===== config.mk =====
export PLATFORM = sky130hd
export DESIGN_NAME = cordic_prerotate_flat
export DESIGN_NICKNAME = d
export VERILOG_FILES = /design/src/rtl/cordic_prerotate_if.sv /design/src/rtl/cordic_prerotate.sv /design/src/flat_wrapper.sv
export SDC_FILE = /design/constraint.sdc
export NUM_CORES = 1
export LEC_CHECK = 0
export BUFFER_PORTS_ARGS = -buffer_cell sky130_fd_sc_hd__buf_2
export CORE_MARGIN = 1
export CORE_UTILIZATION = 55
export DETAILED_ROUTE_END_ITERATION = 10
export PLACE_DENSITY = 0.82
export SYNTH_ARGS = -nofsm -noshare
export SYNTH_HDL_FRONTEND = slang
export SYNTH_SLANG_ARGS = --single-unit

===== constraint.sdc =====
create_clock -name i_clk -period 2.87 [get_ports i_clk]
set_input_delay 0.574 -clock i_clk [delete_from_list [all_inputs] [get_ports i_clk]]
set_output_delay 0.574 -clock i_clk [all_outputs]
set_load 0.005 [all_outputs]

===== src/rtl/cordic_prerotate_if.sv =====
// Sample/phase bus between the upstream mixer and the CORDIC pre-rotation stage.
// The master drives the i_* side and reads back the o_* side.
interface cordic_prerotate_if #(
    parameter int IW = 13,
    parameter int WW = 16,
    parameter int PW = 20
);
    logic                 i_valid;
    logic signed [IW-1:0] i_xval;
    logic signed [IW-1:0] i_yval;
    logic        [PW-1:0] i_phase;
    logic                 o_valid;
    logic signed [WW-1:0] o_xval;
    logic signed [WW-1:0] o_yval;
    logic        [PW-1:0] o_phase;

    modport master (
        output i_valid, i_xval, i_yval, i_phase,
        input  o_valid, o_xval, o_yval, o_phase
    );

    modport slave (
        input  i_valid, i_xval, i_yval, i_phase,
        output o_valid, o_xval, o_yval, o_phase
    );
endinterface


===== src/rtl/cordic_prerotate.sv =====
// Input conditioning ahead of the CORDIC core: widen I/Q, then rotate by the nearest
// quadrant so the residual phase lies in [-45deg, +45deg). Optional LFSR dither fill: CORDIC_PREROT_DITHER_EN.
module cordic_prerotate #(
    parameter int IW = 13,
    parameter int WW = 16,
    parameter int PW = 20
) (
    input  logic                i_clk,
    input  logic                i_reset,
    input  logic                i_ce,
    cordic_prerotate_if.slave   bus
);
    localparam int S = WW - IW - 1;

    if (WW < IW + 2) begin : g_width_check
        $error("cordic_prerotate: WW must be at least IW+2");
    end

    logic [S-1:0]         fill_bits_s;

    logic signed [WW-1:0] wx_d, wy_d;
    logic        [1:0]    q_d;
    logic        [PW-1:0] r_d;
    logic signed [WW-1:0] wx_q, wy_q;
    logic        [1:0]    q_q;
    logic        [PW-1:0] r_q;
    logic                 v1_q;

    logic signed [WW-1:0] x_d, y_d;
    logic signed [WW-1:0] x_q, y_q;
    logic        [PW-1:0] ph_q;
    logic                 v2_q;

`ifdef CORDIC_PREROT_DITHER_EN
    if (S > 16) begin : g_dither_check
        $error("cordic_prerotate: dither fill wider than the 16-bit LFSR");
    end

    logic [15:0] lfsr_q, lfsr_d;

    // Fibonacci LFSR x^16+x^14+x^13+x^11+1, shifting toward the LSB
    always_comb begin
        lfsr_d = {lfsr_q[0] ^ lfsr_q[2] ^ lfsr_q[3] ^ lfsr_q[5], lfsr_q[15:1]};
    end

    // Dither state steps once per enabled cycle
    always_ff @(posedge i_clk) begin
        if (i_reset) begin
            lfsr_q <= 16'hACE1;
        end else if (i_ce) begin
            lfsr_q <= lfsr_d;
        end
    end

    assign fill_bits_s = lfsr_q[S-1:0];
`else
    assign fill_bits_s = {S{1'b0}};
`endif

    // Stage 1: guard-bit widening plus nearest-quadrant split of the phase
    always_comb begin
        wx_d = {bus.i_xval[IW-1], bus.i_xval, fill_bits_s};
        wy_d = {bus.i_yval[IW-1], bus.i_yval, fill_bits_s};
        // Adding the 45deg bit rounds to the nearest quadrant; the 2-bit sum wraps mod 4
        q_d  = bus.i_phase[PW-1:PW-2] + {1'b0, bus.i_phase[PW-3]};
        r_d  = bus.i_phase - {q_d, {(PW-2){1'b0}}};
    end

    // Stage 1 registers
    always_ff @(posedge i_clk) begin
        if (i_reset) begin
            wx_q <= {WW{1'b0}};
            wy_q <= {WW{1'b0}};
            q_q  <= 2'd0;
            r_q  <= {PW{1'b0}};
            v1_q <= 1'b0;
        end else if (i_ce) begin
            wx_q <= wx_d;
            wy_q <= wy_d;
            q_q  <= q_d;
            r_q  <= r_d;
            v1_q <= bus.i_valid;
        end
    end

    // Stage 2: quarter-turn rotation; one guard bit keeps every negation in range
    always_comb begin
        case (q_q)
            2'd0: begin
                x_d = wx_q;
                y_d = wy_q;
            end
            2'd1: begin
                x_d = -wy_q;
                y_d = wx_q;
            end
            2'd2: begin
                x_d = -wx_q;
                y_d = -wy_q;
            end
            2'd3: begin
                x_d = wy_q;
                y_d = -wx_q;
            end
            default: begin
                x_d = wx_q;
                y_d = wy_q;
            end
        endcase
    end

    // Stage 2 registers, driving the outputs directly
    always_ff @(posedge i_clk) begin
        if (i_reset) begin
            x_q  <= {WW{1'b0}};
            y_q  <= {WW{1'b0}};
            ph_q <= {PW{1'b0}};
            v2_q <= 1'b0;
        end else if (i_ce) begin
            x_q  <= x_d;
            y_q  <= y_d;
            ph_q <= r_q;
            v2_q <= v1_q;
        end
    end

    assign bus.o_valid = v2_q;
    assign bus.o_xval  = x_q;
    assign bus.o_yval  = y_q;
    assign bus.o_phase = ph_q;
endmodule


===== src/flat_wrapper.sv =====
// flat-port wrapper written by rule: the top's interface ports become plain ports
module cordic_prerotate_flat 
#(
    parameter int IW = 13,
    parameter int WW = 16,
    parameter int PW = 20
)
  (i_clk, i_reset, i_ce, bus_i_valid, bus_i_xval, bus_i_yval, bus_i_phase, bus_o_valid, bus_o_xval, bus_o_yval, bus_o_phase);
  cordic_prerotate_if #(.IW(IW), .WW(WW), .PW(PW)) bus_i ();
  input  logic i_clk;
  input  logic i_reset;
  input  logic i_ce;
  input wire logic [$bits(bus_i.i_valid)-1:0] bus_i_valid;
  input wire logic [$bits(bus_i.i_xval)-1:0] bus_i_xval;
  input wire logic [$bits(bus_i.i_yval)-1:0] bus_i_yval;
  input wire logic [$bits(bus_i.i_phase)-1:0] bus_i_phase;
  output wire logic [$bits(bus_i.o_valid)-1:0] bus_o_valid;
  output wire logic [$bits(bus_i.o_xval)-1:0] bus_o_xval;
  output wire logic [$bits(bus_i.o_yval)-1:0] bus_o_yval;
  output wire logic [$bits(bus_i.o_phase)-1:0] bus_o_phase;
  assign bus_i.i_valid = bus_i_valid;
  assign bus_i.i_xval = bus_i_xval;
  assign bus_i.i_yval = bus_i_yval;
  assign bus_i.i_phase = bus_i_phase;
  assign bus_o_valid = bus_i.o_valid;
  assign bus_o_xval = bus_i.o_xval;
  assign bus_o_yval = bus_i.o_yval;
  assign bus_o_phase = bus_i.o_phase;
  cordic_prerotate #(.IW(IW), .WW(WW), .PW(PW)) u_core (.i_clk(i_clk), .i_reset(i_reset), .i_ce(i_ce), .bus(bus_i));
endmodule

==> results_dict.tcl, run 1 <==
set metrics [dict create \
    worstPathMaxFanout 8 \
    cts_max_level 3 \
    synth.most_common_cell "nor2_1" \
    critPathTopFamily "simple AND/OR/NAND/NOR gates" \
    wire_per_inst_um 16.3 \
    synth.distinct_cells 55 \
    gp_congestion 0.899 \
    synth_commonest_cells "105 x nor2_1, 98 x dfxtp_1, 85 x mux2i_1, 35 x clkbuf_1, 31 x nand2_1" \
    cts_root_buf "clkbuf_8" \
    syn_inst 560 \
    clkLatencyLatePin_ns 0.37 \
    routed_wl_um 12100 \
    initialDrtViolationCount 319 \
    antenna_found_initial 0 \
    grt_max_degree 62 \
    vdd_ir_drop_max_mv 0.373 \
    io_pins 103 \
    cts_num_sinks 98 \
    gr-usage-all-layers 0.267 \
    port_buffers 98 \
    cts_hold_buf 0 \
    use_met1 0.352 \
    hold_viol_final 0 \
    status "completed" \
    grt_pass1_wl_um 19100 \
    drive_gt1_frac 0.215 \
    synth_top_area_cell "dfxtp_1" \
    tightestPinTransition_ns 1.02 \
    finalNetCount 682 \
    cts_resized 0 \
    dpl_worst_slack_ns 0.648 \
    fin_crit_sh 0.794 \
    final_cell_area_mm2 0.00557 \
    gr-usage-met3 0.0759 \
    worstPathRequired_ns 3.19 \
    start_util 0.566 \
    rsz0062_at_grt "no" \
    grt_pass1_vias 3988 \
    fill_cells 728 \
    setup-violations-final 0 \
    num_antenna_cells 0 \
    worst-path-buf-inv 0 \
    final_antenna_net_count 0 \
    drv_slew 0 \
    die_area_mm2 0.00931 \
    min_period_ns 2.28 \
    dpl_cell_area_mm2 0.00537 \
    rows 34 \
    synth-edff-count 0 \
    yosysSeqAreaShare 0.399 \
    ys_warn_count 0 \
    drv_cap 0 \
    grt_overflow 0 \
    yosys.area.top_type_share 0.399 \
    cts_tree "done" \
    tns_ns 0 \
    drtPass1Iterations 5 \
    use_met2 0.401 \
    crit_path_start_kind "flip-flop" \
    clock-skew-final_ns 0.00686 \
    synthFlopType "dfxtp_1" \
    powerDensity_mw_per_mm2 542 \
    netlist_area_mm2 0.00491 \
    worst_slack_ns 0.591 \
    dp.final_hpwl_um 8700 \
    clock.fmax_mhz 439 \
    busiest_layer "met2" \
    placeableCoreArea_mm2 0.00868 \
    maxSlewHeadroom 0.319 \
    hold_path.class "primary input to flip-flop" \
    path_cells "or4_1, or4_4, mux2i_1, a221oi_1, a22o_1" \
    routed-via-count 4355 \
    clockBufferDepth 2 \
    ys_ff_latch 98 \
    die_y_um 96.5 \
    crit_path_end_kind "flip-flop" \
    cp.arrival_ns 2.59 \
    ys_async_sr_fraction 0 \
    cpPeakStageDelay_ns 0.66 \
    leakagePower_uw 0.00257 \
    synthTopCellsByArea "dfxtp_1 40%, mux2i_1 17%, nor2_1 8.0%" \
    die_w_um 96.5 \
    area_delta_synth_final_pct 13.4 \
    timing_worst_setup_path_type "flip-flop to flip-flop" \
    clkSlewWorstSetupHoldPaths_ns 0.11 \
    numCtsBuffers 9 \
    drc 0 \
    postCtsSetupBuffers 0 \
    avgSynthCellArea_um2 8.77 \
    vias_per_cell 5.88 \
    crit_slowest_cell "or4_1" \
]
-- cells in the final DEF, fill, tap and decap left out, types with 10 or more instances in the layout --
| master | count |
|---|---|
| a21oi_1 | 15 |
| nand3_1 | 10 |
| o21ai_0 | 13 |
| nor3_1 | 14 |
| buf_4 | 13 |
| a211oi_1 | 10 |
| inv_1 | 12 |
| nor2_1 | 105 |
| mux2i_1 | 85 |
| nand2_1 | 31 |
| dfxtp_1 | 97 |
| buf_2 | 97 |
-- layout make-up --
class | count | area, um2 | area share
Clock buffer | 9 | 124 | 0.0222
Clock inverter | 7 | 76.3 | 0.0137
Inverter | 13 | 48.8 | 0.00876
Multi-Input combinational cell | 396 | 2640 | 0.474
Sequential cell | 98 | 1960 | 0.353
Tap cell | 108 | 135 | 0.0243
Timing Repair Buffer | 110 | 583 | 0.105
-- kinds of logic (layout without fill, tap and decap cells) --
logic type               after synthesis  in the layout  share of synthesized area
adder cells (fa/ha/maj)                4              4                     0.0102
buffers and inverters                 69            139                     0.0657
flip-flops                            98             98                      0.399
AO/OA/AOI/OAI                         96             96                      0.138
multiplexers                          90             90                      0.194
AND/OR/NAND/NOR                      189            189                      0.169
other                                  1              4                   0.000763
XOR/XNOR                              13             13                     0.0232
-- worst min-delay path: stages --
cell and delay [ns]:
buf_2 0.07, mux2i_1 0.06, nor2_1 0.07
-- state kept, by name, summed over array words and instances, names as in the netlist --
name,cells
u_core.bus.o_phase,20
u_core.r_q,20
u_core.bus.o_xval,14
u_core.bus.o_yval,14
u_core.wx_q,13
u_core.wy_q,13
u_core.q_q,2
u_core.bus.o_valid,1
u_core.v1_q,1
-- through the flow --
step / hold WS (ns) / instances / power, uW / util
floorplan: 0.444 / 563 / 1960 / -
global placement: 0.440 / 725 / 2110 / 0.619
detailed placement: 0.443 / 725 / 2130 / 0.619
CTS: 0.413 / 741 / 3030 / 0.642
global route: 0.433 / 741 / 3150 / 0.642
finish: 0.432 / 741 / 3020 / 0.642
-- per-layer routing --
metal	part of all wire	wire length (um)
met5	0	0
met1	0.43	5150
met3	0.092	1110
met4	0.024	289
met2	0.46	5530
-- final timing paths --
path	from	to	slack [ns]	cells past startpoint
setup reg to reg	u_core.wx_q[2]$_SDFFE_PP0P_	u_core.bus.o_yval[11]$_SDFFE_PP0P_	0.59	5
hold reg to reg	u_core.bus.o_xval[8]$_SDFFE_PP0P_	u_core.bus.o_xval[8]$_SDFFE_PP0P_	0.47	2
hold / removal	bus_i_phase[10]	u_core.r_q[10]$_SDFFE_PP0P_	0.43	3
setup / recovery	u_core.wx_q[2]$_SDFFE_PP0P_	u_core.bus.o_yval[11]$_SDFFE_PP0P_	0.59	5
-- power breakdown --
group | total, uW | internal (uW) | switching (uW) | leakage (uW)
clock network | 906 | 351 | 555 | 0.000103
registers | 1530 | 1450 | 83.2 | 0.000806
logic | 582 | 260 | 322 | 0.00166
No activity file was read; power rests on OpenSTA's default activity.
==> inputs of run 2 (changes only) <==
--- a/config.mk
+++ b/config.mk
@@ -7,9 +7,9 @@
 export LEC_CHECK = 0
 export BUFFER_PORTS_ARGS = -buffer_cell sky130_fd_sc_hd__buf_2
 export CORE_MARGIN = 1
-export CORE_UTILIZATION = 55
+export CORE_UTILIZATION = 50
 export DETAILED_ROUTE_END_ITERATION = 10
-export PLACE_DENSITY = 0.82
+export PLACE_DENSITY = 0.79
 export SYNTH_ARGS = -nofsm -noshare
 export SYNTH_HDL_FRONTEND = slang
 export SYNTH_SLANG_ARGS = --single-unit
==> constraint.sdc (replaced) <==
create_clock -name i_clk -period 1.9 [get_ports i_clk]
set_input_delay 0.38 -clock i_clk [delete_from_list [all_inputs] [get_ports i_clk]]
set_output_delay 0.38 -clock i_clk [all_outputs]
set_load 0.005 [all_outputs]
==> run 2 against run 1 <==
  * The flow now finishes with violations (setup timing)
  * Count of clock-buffer cells in the layout is the same
  * Sequential share of layout area shrank 3.1 points
  * Register-to-register slack lost 0.67 ns
  * Largest cell class unchanged
  * Largest power group unchanged
==> results_dict.tcl, run 2 (synthesis gave the netlist of run 1 again) <==
set metrics [dict create \
    status "finished with violations" \
    failed_checks "setup timing" \
    hold_path.class "primary input to flip-flop" \
    final_antenna_net_count 0 \
    grt_pass1_vias 4214 \
    port_buffers 98 \
    rsz0062_at_grt "yes" \
    crit_path_end_kind "flip-flop" \
    tightestPinTransition_ns 0.535 \
    final_cell_area_mm2 0.00611 \
    drv_cap 0 \
    worstPathRequired_ns 2.17 \
    leakagePower_uw 0.00284 \
    worstPathMaxFanout 5 \
    drv_slew 0 \
    die_area_mm2 0.0102 \
    cts_tree "done" \
    cts_root_buf "clkbuf_8" \
    setup-violations-final 5 \
    initialDrtViolationCount 426 \
    final_common_cell "nor2_1" \
    grt_pass1_wl_um 20500 \
    tns_ns -0.255 \
    fill_cells 797 \
    clkSlewWorstSetupHoldPaths_ns 0.11 \
    timing.rr.start "u_core.wy_q[2]$_SDFFE_PP0P_" \
    area_delta_synth_final_pct 24.5 \
    cp-startpoint "u_core.wy_q[2]$_SDFFE_PP0P_" \
    clkLatencyLatePin_ns 0.36 \
    dpl_worst_slack_ns -0.0673 \
    numCtsBuffers 9 \
    dp.final_hpwl_um 8920 \
    routed-via-count 4592 \
    clockBufferDepth 2 \
    clock.fmax_mhz 505 \
    gp_congestion 0.896 \
    cts_hold_buf 0 \
    drtPass1Iterations 6 \
    vias_per_cell 5.72 \
    drive_gt1_frac 0.309 \
    cp.arrival_ns 2.24 \
    placeableCoreArea_mm2 0.00937 \
    vdd_ir_drop_max_mv 0.563 \
    cts_max_level 3 \
    antenna_found_initial 0 \
    io_pins 103 \
    hold_viol_final 0 \
    gr-usage-all-layers 0.254 \
    grt_max_degree 59 \
    grt_overflow 0 \
    power_uw 4780 \
    powerDensity_mw_per_mm2 782 \
    wire_per_inst_um 16.2 \
    final_core_util 0.652 \
    start_util 0.524 \
    maxSlewHeadroom 0.641 \
    timing_worst_setup_path_type "flip-flop to flip-flop" \
    min_period_ns 1.98 \
    die_w_um 101 \
    drc 0 \
    finalNetCount 723 \
    routed_wl_um 13000 \
    final_cell_mix "105 x nor2_1, 97 x buf_2, 93 x dfxtp_1, 85 x mux2i_1, 48 x buf_4" \
    die_y_um 101 \
    clock-skew-final_ns 0.0177 \
    min_from "bus_i_phase[12]" \
    cts_num_sinks 98 \
    num_antenna_cells 0 \
    worst_slack_ns -0.0789 \
    dpl_cell_area_mm2 0.00571 \
    rows 35 \
    crit_path_start_kind "flip-flop" \
    fin_crit_sh 1.04 \
]
[run 2: critical path, cell delays in order, from the launching register on]
cell	delay, ns
dfxtp_2	0.34
or4_4	0.55
buf_4	0.18
or2_4	0.26
nor3_4	0.17
o21ai_0	0.15
a22o_1	0.23
[run 2: path summary, 6_finish.rpt]
path	slack, ns	endpoint	cells past startpoint
worst max-delay path	-0.08	u_core.bus.o_yval[11]$_SDFFE_PP0P_	6
worst min register to register	0.48	u_core.bus.o_yval[10]$_SDFFE_PP0P_	2
worst max register to register	-0.08	u_core.bus.o_yval[11]$_SDFFE_PP0P_	6
worst min-delay path	0.24	u_core.r_q[12]$_SDFFE_PP0P_	3
[run 2: repair_timing]
item	CTS	global route
pin swaps	4	11
buffers inserted	0	6
setup endpoints to repair	12	12
gates resized for setup	13	29
[run 2: per-layer routing]
layer  part of all wire  global-route usage  vias up
met5                  0                   0        -
met3              0.082              0.0513       28
met4              0.019              0.0858        0
li1                   -                   -     2189
met1               0.44               0.342     2151
met2               0.46               0.405      224
[run 2: layout make-up]
cell class / instances / area (um2) / share of cell area
Clock inverter: 7 / 76.3 / 0.0125
Sequential cell: 98 / 1970 / 0.322
Tap cell: 129 / 161 / 0.0264
Timing Repair Buffer: 151 / 931 / 0.152
Clock buffer: 9 / 124 / 0.0203
Multi-Input combinational cell: 396 / 2800 / 0.458
Inverter: 13 / 53.8 / 0.00880
[run 2: where the power goes]
part / switching, uW / internal [uW]
registers: 91.0 / 2180
clock network: 845 / 534
logic: 588 / 538
[run 2: per-stage QoR]
stage | hold slack (ns) | cells
detailed placement | 0.446 | 781
finish | 0.240 | 803
global route | 0.230 | 803
floorplan | 0.444 | 563
CTS | 0.229 | 797
global placement | 0.433 | 781
